--- config.mk ---
export PLATFORM = sky130hd
export DESIGN_NAME = dcache_2way_wb_flat
export DESIGN_NICKNAME = d
export VERILOG_FILES = /design/src/rtl/dcache_2way_wb_if.sv /design/src/rtl/dcache_2way_wb.sv /design/src/flat_wrapper.sv
export SDC_FILE = /design/constraint.sdc
export NUM_CORES = 1
export LEC_CHECK = 0
export BUFFER_PORTS_ARGS = -buffer_cell sky130_fd_sc_hd__buf_4
export CAP_MARGIN = 20
export CORE_MARGIN = 10
export CORE_UTILIZATION = 50
export DETAILED_ROUTE_END_ITERATION = 10
export PLACE_DENSITY = 0.79
export SLEW_MARGIN = 20
export SYNTH_ARGS = -nofsm -noshare
export SYNTH_HDL_FRONTEND = slang
export SYNTH_SLANG_ARGS = --single-unit
--- constraint.sdc ---
create_clock -name clock -period 3.9 [get_ports clock]
set_input_delay 0.39 -clock clock [delete_from_list [all_inputs] [get_ports clock]]
set_output_delay 0.39 -clock clock [all_outputs]
set_load 0.01 [all_outputs]
--- src/rtl/dcache_2way_wb_if.sv ---
// CPU-side request/stall signals and block-wide memory handshake of dcache_2way_wb.
// The cache connects through the slave modport; the CPU/memory environment uses master.
interface dcache_2way_wb_if #(
  parameter int ADDR_W      = 8,
  parameter int DATA_W      = 8,
  parameter int BLOCK_WORDS = 4
);
  localparam int OFFSET_W = $clog2(BLOCK_WORDS);
  localparam int BLOCK_W  = DATA_W * BLOCK_WORDS;

  logic                         read;
  logic                         write;
  logic [ADDR_W-1:0]            address;
  logic [DATA_W-1:0]            writedata;
  logic [DATA_W-1:0]            readdata;
  logic                         busywait;
  logic                         mem_read;
  logic                         mem_write;
  logic [ADDR_W-OFFSET_W-1:0]   mem_address;
  logic [BLOCK_W-1:0]           mem_writedata;
  logic [BLOCK_W-1:0]           mem_readdata;
  logic                         mem_busywait;

  modport master (
    output read, write, address, writedata, mem_readdata, mem_busywait,
    input  readdata, busywait, mem_read, mem_write, mem_address, mem_writedata
  );

  modport slave (
    input  read, write, address, writedata, mem_readdata, mem_busywait,
    output readdata, busywait, mem_read, mem_write, mem_address, mem_writedata
  );
endinterface

--- src/rtl/dcache_2way_wb.sv ---
// 2-way set-associative write-back, write-allocate data cache with LRU replacement
// and saturating first-lookup hit / miss counters.
module dcache_2way_wb #(
  parameter int ADDR_W      = 8,
  parameter int DATA_W      = 8,
  parameter int BLOCK_WORDS = 4,
  parameter int SETS        = 4,
  parameter int COUNT_W     = 16
) (
  input  logic               clock,
  input  logic               reset,
  dcache_2way_wb_if.slave    bus,
  output logic [COUNT_W-1:0] hit_count,
  output logic [COUNT_W-1:0] miss_count
);
  localparam int OFFSET_W = $clog2(BLOCK_WORDS);
  localparam int INDEX_W  = $clog2(SETS);
  localparam int TAG_W    = ADDR_W - INDEX_W - OFFSET_W;
  localparam int BLOCK_W  = DATA_W * BLOCK_WORDS;

  typedef enum logic [1:0] {IDLE, WRITEBACK, ALLOCATE} state_t;

  state_t state, state_nxt;

  logic [BLOCK_W-1:0] data_mem [2][SETS];
  logic [TAG_W-1:0]   tag_mem  [2][SETS];
  logic [1:0]         valid    [SETS];
  logic [1:0]         dirty    [SETS];
  logic [SETS-1:0]    lru;           // way to evict next in each set

  logic               victim_way;
  logic               first_cycle;   // first cycle spent in WRITEBACK/ALLOCATE
  logic               retry;         // lookup right after a fill, not counted as a hit

  logic [TAG_W-1:0]   tag;
  logic [INDEX_W-1:0] idx;
  logic [OFFSET_W-1:0] off;
  logic               request;
  logic [1:0]         way_match;
  logic               hit;
  logic               hit_way;
  logic               victim_sel;
  logic               mem_done;

  assign {tag, idx, off} = bus.address;
  assign request = bus.read ^ bus.write;

  always_comb begin
    for (int w = 0; w < 2; w++) begin
      way_match[w] = valid[idx][w] && (tag_mem[w][idx] == tag);
    end
  end

  assign hit        = request && (|way_match);
  assign hit_way    = way_match[1];
  assign victim_sel = !valid[idx][0] ? 1'b0 : (!valid[idx][1] ? 1'b1 : lru[idx]);
  assign mem_done   = !first_cycle && !bus.mem_busywait;

  assign bus.readdata = (hit && bus.read) ? data_mem[hit_way][idx][int'(off)*DATA_W +: DATA_W]
                                          : '0;

  always_comb begin
    // NOTE: every output gets a default first so no path through the case leaves one unassigned (no latch).
    state_nxt         = state;
    bus.busywait      = 1'b0;
    bus.mem_read      = 1'b0;
    bus.mem_write     = 1'b0;
    bus.mem_address   = '0;
    bus.mem_writedata = '0;
    unique case (state)
      IDLE: begin
        // Gated by reset so the stall drops the instant reset is asserted.
        bus.busywait = request && !hit && reset;
        if (request && !hit) begin
          state_nxt = (valid[idx][victim_sel] && dirty[idx][victim_sel]) ? WRITEBACK : ALLOCATE;
        end
      end
      WRITEBACK: begin
        bus.busywait      = 1'b1;
        bus.mem_write     = 1'b1;
        bus.mem_address   = {tag_mem[victim_way][idx], idx};
        bus.mem_writedata = data_mem[victim_way][idx];
        if (mem_done) state_nxt = ALLOCATE;
      end
      ALLOCATE: begin
        bus.busywait    = 1'b1;
        bus.mem_read    = 1'b1;
        bus.mem_address = {tag, idx};
        if (mem_done) state_nxt = IDLE;
      end
      default: state_nxt = IDLE;
    endcase
  end

  // NOTE: sequential state uses non-blocking assignments so every flop samples pre-edge values.
  always_ff @(posedge clock or negedge reset) begin
    if (!reset) begin
      state       <= IDLE;
      victim_way  <= 1'b0;
      first_cycle <= 1'b0;
      retry       <= 1'b0;
      lru         <= '0;
      hit_count   <= '0;
      miss_count  <= '0;
      for (int s = 0; s < SETS; s++) begin
        valid[s] <= 2'b00;
        dirty[s] <= 2'b00;
      end
    end else begin
      state       <= state_nxt;
      first_cycle <= (state_nxt != state);
      if (state == IDLE) begin
        retry <= 1'b0;
        if (hit) begin
          lru[idx] <= ~hit_way;
          if (bus.write) dirty[idx][hit_way] <= 1'b1;
          if (!retry && hit_count != '1) hit_count <= hit_count + COUNT_W'(1);
        end else if (request) begin
          victim_way <= victim_sel;
          if (miss_count != '1) miss_count <= miss_count + COUNT_W'(1);
        end
      end
      if (state == ALLOCATE && mem_done) begin
        valid[idx][victim_way] <= 1'b1;
        dirty[idx][victim_way] <= 1'b0;
        retry                  <= 1'b1;
      end
    end
  end

  // NOTE: data and tag arrays carry no reset; valid bits alone decide whether their contents matter.
  always_ff @(posedge clock) begin
    if (state == IDLE && hit && bus.write) begin
      data_mem[hit_way][idx][int'(off)*DATA_W +: DATA_W] <= bus.writedata;
    end
    if (state == ALLOCATE && mem_done) begin
      data_mem[victim_way][idx] <= bus.mem_readdata;
      tag_mem[victim_way][idx]  <= tag;
    end
  end
endmodule

--- src/flat_wrapper.sv ---
// flat-port wrapper written by rule: the top's interface ports become plain ports
module dcache_2way_wb_flat 
#(
  parameter int ADDR_W      = 8,
  parameter int DATA_W      = 8,
  parameter int BLOCK_WORDS = 4,
  parameter int SETS        = 4,
  parameter int COUNT_W     = 16
)
  (clock, reset, hit_count, miss_count, bus_read, bus_write, bus_address, bus_writedata, bus_mem_readdata, bus_mem_busywait, bus_readdata, bus_busywait, bus_mem_read, bus_mem_write, bus_mem_address, bus_mem_writedata);
  dcache_2way_wb_if #(.ADDR_W(ADDR_W), .DATA_W(DATA_W), .BLOCK_WORDS(BLOCK_WORDS)) bus_i ();
  input  logic clock;
  input  logic reset;
  output logic [COUNT_W-1:0] hit_count;
  output logic [COUNT_W-1:0] miss_count;
  input wire logic [$bits(bus_i.read)-1:0] bus_read;
  input wire logic [$bits(bus_i.write)-1:0] bus_write;
  input wire logic [$bits(bus_i.address)-1:0] bus_address;
  input wire logic [$bits(bus_i.writedata)-1:0] bus_writedata;
  input wire logic [$bits(bus_i.mem_readdata)-1:0] bus_mem_readdata;
  input wire logic [$bits(bus_i.mem_busywait)-1:0] bus_mem_busywait;
  output wire logic [$bits(bus_i.readdata)-1:0] bus_readdata;
  output wire logic [$bits(bus_i.busywait)-1:0] bus_busywait;
  output wire logic [$bits(bus_i.mem_read)-1:0] bus_mem_read;
  output wire logic [$bits(bus_i.mem_write)-1:0] bus_mem_write;
  output wire logic [$bits(bus_i.mem_address)-1:0] bus_mem_address;
  output wire logic [$bits(bus_i.mem_writedata)-1:0] bus_mem_writedata;
  assign bus_i.read = bus_read;
  assign bus_i.write = bus_write;
  assign bus_i.address = bus_address;
  assign bus_i.writedata = bus_writedata;
  assign bus_i.mem_readdata = bus_mem_readdata;
  assign bus_i.mem_busywait = bus_mem_busywait;
  assign bus_readdata = bus_i.readdata;
  assign bus_busywait = bus_i.busywait;
  assign bus_mem_read = bus_i.mem_read;
  assign bus_mem_write = bus_i.mem_write;
  assign bus_mem_address = bus_i.mem_address;
  assign bus_mem_writedata = bus_i.mem_writedata;
  dcache_2way_wb #(.ADDR_W(ADDR_W), .DATA_W(DATA_W), .BLOCK_WORDS(BLOCK_WORDS), .SETS(SETS), .COUNT_W(COUNT_W)) u_core (.clock(clock), .reset(reset), .bus(bus_i), .hit_count(hit_count), .miss_count(miss_count));
endmodule
[After elaboration in Yosys (flattened, before gate mapping)]
Memories as Yosys holds them, arrays and structs flattened.
Cells that the tools add are included.
Storage, ports and cells
  ROM bits: 0
  bits in latches: 0
  memories: 2
  flip-flop bits (word level): 57
  RAM bits: 288
  input port bits: 53
Memories
  u_core.data_mem: words 2, width 128, read ports 2, clocked after Yosys merged registers in 0, wr ports 1, RTL line dcache_2way_wb.sv:25  | logic [BLOCK_W-1:0] data_mem [2][SETS];
  u_core.tag_mem: words 2, width 16, read ports 3, clocked after Yosys merged registers in 0, wr ports 1, RTL line dcache_2way_wb.sv:26  | logic [TAG_W-1:0] tag_mem [2][SETS];
Operators by class
  order comparisons: 9
  muxes and demuxes: 71
  add/subtract/negate cells: 3
  equal/unequal tests: 7
  shift-type cells: 3
  div/mod/pow operators: 0
  reduce and logical (&&, ||, !) cells: 29
  bitwise operators: 8
  $mul: 0
Operators by type and width (count)
  $mux W128: 4
  $mux W32: 7
  $bmux W32 S2: 2
  $demux W32 S2: 2
  $reduce_or A128 Y1: 1
  $mux W8: 5
  $neg A5 Y33: 1
  $shift A8 B33 Y32 const A: 1
  $shiftx A8 B33 Y32: 1
  $add A16 B1 Y16 const B: 2
  $ne A16 B16 Y1 const B: 2
  $shiftx A32 B6 Y8: 1
  $mux W4: 7
  $bmux W4 S2: 3
  $mux W2: 10
  $mux W1: 17
  $logic_and A1 B1 Y1: 16
  $mux W16: 1
  $or A8 B8 Y8: 2
  $pmux W6 S2: 1
  $and A8 B8 Y8: 1
  $bmux W2 S2: 2
  $demux W2 S2: 2
  $demux W4 S2: 1
  27 further kinds: 38

[Depth between registers and ports, before layout]
  depth after elaboration: 18
  gate-level depth with buffers: 10
  mapped depth without buffers: 7

[Least setup slack after synthesis]
OpenSTA, ideal clock, no wires.
  path type: in2reg
  start point: input bus_address[2]
  end point: memory u_core.data_mem[0][16] (netlist bit) (enable)
  cell stages on the path: 8
  data required time: 3517 ps
  library setup time: 383 ps
  slack: 785 ps
  path buffers: 2
  data arrival time: 2732 ps
  cell sequence: buf_2 buf_6 mux4_2 xnor2_1 nand3_1 o22ai_2 a41oi_1 nor3_1
On the way
  word-level cells in the longest chain between the ends: 13
  elaborated cells on any way between the ends: 31
  classes of those cells: order compare (2); eq/ne (2); mux (18); bitwise (1); reduce/logical (8)
Ends and longest elaborated chain
  start: declaration: RTL line flat_wrapper.sv:18  | input wire logic [$bits(bus_i.address)-1:0] bus_address;
  $not A2 Y3 (implied by the code) (*): RTL line dcache_2way_wb.sv:50, dcache_2way_wb.sv:134, dcache_2way_wb.sv:137
  $bmux W4 S2: RTL line dcache_2way_wb.sv:50  | way_match[w] = valid[idx][w] && (tag_mem[w][idx] == tag);
  $mux W4 (implied by the code) (2 in series): RTL line dcache_2way_wb.sv:50
  $eq A4 B4 Y1: RTL line dcache_2way_wb.sv:50
  $logic_and A1 B1 Y1: RTL line dcache_2way_wb.sv:50
  $reduce_or A2 Y1: RTL line dcache_2way_wb.sv:54  | assign hit = request && (|way_match);
  $logic_and A1 B1 Y1: RTL line dcache_2way_wb.sv:54
  $logic_and A1 B1 Y1 (2 in series): RTL line dcache_2way_wb.sv:133  | if (state == IDLE && hit && bus.write) begin
  $mux W1: RTL line dcache_2way_wb.sv:133
  $mux W128 (implied by the code): RTL line dcache_2way_wb.sv:134  | data_mem[hit_way][idx][int'(off)*DATA_W +: DATA_W] <= bus.writedata;
  $mux W128 (no line)
  end: declaration: RTL line dcache_2way_wb.sv:25
Mark *: on every way between the ends. The rest lies on a longest branch, timed or not. The select of a mux whose other input is x is not followed.

==> impl_metrics.py <==
metrics = {
    "outcome": {
        "status": "complete, but fails checks",
        "violations": "setup timing",
    },
    "sta": {
        "maxSlewViolCount": 0,
        "period_share": 1.03,
        "max-slew-margin-rel": 0.360,
        "setup_viol": 5,
        "setup_ws_ns": -0.121,
        "finalSetupTns_ns": -0.500,
        "period_minus_slack_ns": 4.02,
        "fmax_mhz": 249,
        "rsz0062_at_grt": "true",
        "worst-slew-pin-transition_ns": 0.961,
        "timing.hold.ws_ns": 0.161,
        "fin_worst_skew_ns": 0.0284,
        "hold_viol_final": 0,
    },
    "floorplan": {
        "die_w_um": 204,
        "die_h_um": 204,
        "core_area_um2": 33400,
        "initial_core_util": 0.507,
        "core.rowCount": 67,
        "io_pins": 134,
        "dieArea_um2": 41700,
    },
    "route": {
        "routed_wl_mm": 45.2,
        "post-route-drc-count": 0,
        "dr.first_iter.drc_count": 1148,
        "routedWlPerCell_um": 26.6,
        "vias": 11000,
        "ant_nets": 0,
        "viasPerCell": 6.49,
        "drtPass1Iterations": 5,
    },
    "job": {
        "cap_violations": 0,
    },
    "hold_path": {
        "worstHoldPathType": "in2reg",
        "min_to": "u_core.tag_mem[0][13]",
        "worstHoldStart": "bus_address[5]",
        "whs_path_depth": 1,
    },
    "cts": {
        "root_buffer": "clkbuf_16",
        "cts_tree": "built",
        "insertion_delay_ns": 0.54,
        "cts_setup_buffers": 0,
        "clk_pin_slew_ns": 0.06,
        "clock-sinks": 345,
        "clk_path_buf_depth": 3,
        "htreeDepth": 2,
        "cts_made_buffers": 37,
    },
    "synthesis": {
        "syn_inst": 1066,
        "ys_seq_area_frac": 0.595,
        "synth-warning-count": 0,
        "synth_enable_flop_cells": 288,
        "synth-seq-cells": 345,
        "synth-async-reset-ratio": 0.165,
        "synth_top_flop_cell": "edfxtp_1",
        "synth_area_um2": 16900,
        "postSynthAreaPerCell_um2": 15.9,
        "ys_types": 53,
        "synth_fp_nets": 1130,
    },
    "critical_path": {
        "crit_type": "reg2out",
        "r2r_start": "u_core.state[0]",
        "timing.rr.end": "u_core.tag_mem[1][15]",
        "critPathMaxFanout": 20,
        "worstPathArrival_ns": 3.63,
        "end_kind": "output port",
        "cp.required_ns": 3.51,
        "start_kind": "flop",
        "rrSetupSlack_ns": 0.58,
        "reg2reg_depth": 7,
    },
    "global_routing": {
        "met3_usage": 0.0444,
        "grt_pass1_vias": 11200,
        "antenna_found_initial": 0,
        "grt_pass1_wl_mm": 68.4,
        "grt_max_degree": 91,
        "busiest_layer": "met2",
        "overflow": 0,
        "grt_util_met1": 0.282,
        "groute.usage.overall": 0.214,
        "use_met2": 0.357,
    },
    "placed_design": {
        "pre_cts_ws_ns": 0.285,
        "dp_hpwl_mm": 30.9,
        "port_buffers": 133,
        "place_congestion": 0.943,
    },
    "finish": {
        "fin_util": 0.597,
        "final_common_cell": "edfxtp_1",
        "fin_nets": 1288,
        "layout_common_cells": "288 x edfxtp_1, 187 x buf_4, 141 x mux4_2",
        "syn2layout_area_growth_pct": 17.8,
        "antenna-diode-count": 0,
        "layout-drive-gt1-share": 0.334,
    },
    "power": {
        "p_total_mw": 10.5,
        "power.density_nw_per_um2": 527,
        "p_leak_nw": 7.06,
        "vdd_ir_drop_max_uv": 342,
    },
}
## layer usage
metal | up-vias | part of all wire | wire, um
met4 | 0 | 0.019 | 844
met2 | 639 | 0.50 | 22500
met3 | 71 | 0.095 | 4270
li1 | 4659 | - | -
met1 | 5650 | 0.39 | 17600
met5 | - | 0 | 0
## worst max path at each step
stage | start | endpoint | slack (ns) | depth (start not counted)
after floorplan | bus_address[2] | u_core.data_mem[0][16] | 0.78 | 8
after global placement | bus_address[2] | bus_readdata[5] | 0.28 | 10
after detailed placement | bus_address[2] | bus_readdata[5] | 0.29 | 10
after CTS | u_core.tag_mem[1][7] | bus_readdata[5] | 0.02 | 9
after global routing | u_core.tag_mem[1][3] | bus_readdata[0] | -0.23 | 8
final | u_core.tag_mem[1][3] | bus_readdata[3] | -0.12 | 8
## cells by family after synthesis
logic type      count (synthesis)  share of synthesized area
fa+ha+maj                      11                    0.00812
compound gates                130                     0.0603
flops                         345                      0.595
simple gates                  272                     0.0826
mux                           183                      0.213
buf+inv                        88                     0.0226
xor+xnor                       37                     0.0191
## metrics by stage
| stage | cell area, um2 | std cells |
|---|---|---|
| finish | 20000 | 1698 |
| global route | 20000 | 1698 |
| CTS | 19900 | 1698 |
| detailed placement | 18700 | 1632 |
| global placement | 18700 | 1632 |
| floorplan | 16900 | 1066 |
## power by group
part,internal [mW],switching (mW),leakage [nW]
Combinational,1.04,1.22,3.07
Sequential,4.40,0.294,3.39
Clock,2.13,1.42,0.598
Total,7.57,2.94,7.06
## cell type report
type / count / area, um2
repair buffers: 195 / 1540
flip-flops and latches: 345 / 10100
well taps: 448 / 561
multi-input cells: 633 / 6510
clock inverters: 20 / 248
fillers: 2482 / 13500
inverters: 12 / 45.0
clock buffers: 45 / 977
## what timing repair did
| item | 4_1_cts | 5_1_grt |
|---|---|---|
| hold buffers | 1 | 0 |
| endpoints found under the setup margin | 0 | 8 |
| endpoints found under the hold margin | 57 | 0 |
| resized for setup | 0 | 3 |
## synthesized netlist by cell type (3+ instances only)
| master | n | area, um2 |
|---|---|---|
| xnor2_1 | 29 | 254 |
| nor2b_1 | 38 | 238 |
| or2_2 | 9 | 56.3 |
| buf_4 | 3 | 22.5 |
| nand2_1 | 63 | 236 |
| nor2_1 | 40 | 150 |
| nor3_1 | 41 | 205 |
| buf_1 | 14 | 52.6 |
| edfxtp_1 | 288 | 8650 |
| a31o_2 | 8 | 70.1 |
| mux2_2 | 5 | 56.3 |
| ha_1 | 11 | 138 |
| o21ai_0 | 5 | 25.0 |
| a31oi_1 | 16 | 100 |
| and2_1 | 3 | 18.8 |
| nand4_1 | 9 | 56.3 |
| a21boi_0 | 8 | 60.1 |
| nand2b_1 | 8 | 50.1 |
| a211oi_1 | 8 | 60.1 |
| or3_1 | 3 | 18.8 |
| a311oi_1 | 8 | 70.1 |
| a22o_1 | 32 | 280 |
| dfrtp_1 | 57 | 1430 |
| mux2i_1 | 36 | 360 |
| a22oi_1 | 4 | 30.0 |
| mux4_2 | 141 | 3180 |
| buf_2 | 27 | 135 |
| a21oi_1 | 14 | 70.1 |
| and3_1 | 3 | 18.8 |
| xor2_1 | 8 | 70.1 |
| nand3_1 | 27 | 135 |
| a41oi_1 | 5 | 43.8 |
| a2111oi_1 | 8 | 80.1 |
| nor4_1 | 12 | 75.1 |
| and4_1 | 5 | 43.8 |
| nor4b_1 | 7 | 61.3 |
| inv_1 | 12 | 45.0 |
| clkbuf_1 | 31 | 116 |
| o31ai_1 | 4 | 30.0 |
## critical path, cell delays in order (launching register included)
cell,delay (ns)
edfxtp_1,0.36
mux4_2,0.50
xnor2_1,0.21
nand4_1,0.14
buf_4,0.24
o22ai_2,0.20
nand3b_1,0.39
a2111oi_1,0.83
buf_4,0.25
## flip-flops by register name, summed over array words and instances, names as in the netlist
register / count
u_core.data_mem: 256
u_core.tag_mem: 32
u_core.hit_count: 16
u_core.miss_count: 16
u_core.dirty: 8
u_core.valid: 8
u_core.lru: 4
u_core.state: 2
u_core.first_cycle: 1
u_core.retry: 1
u_core.victim_way: 1
Note: power is estimated with default switching activity, not from simulation.
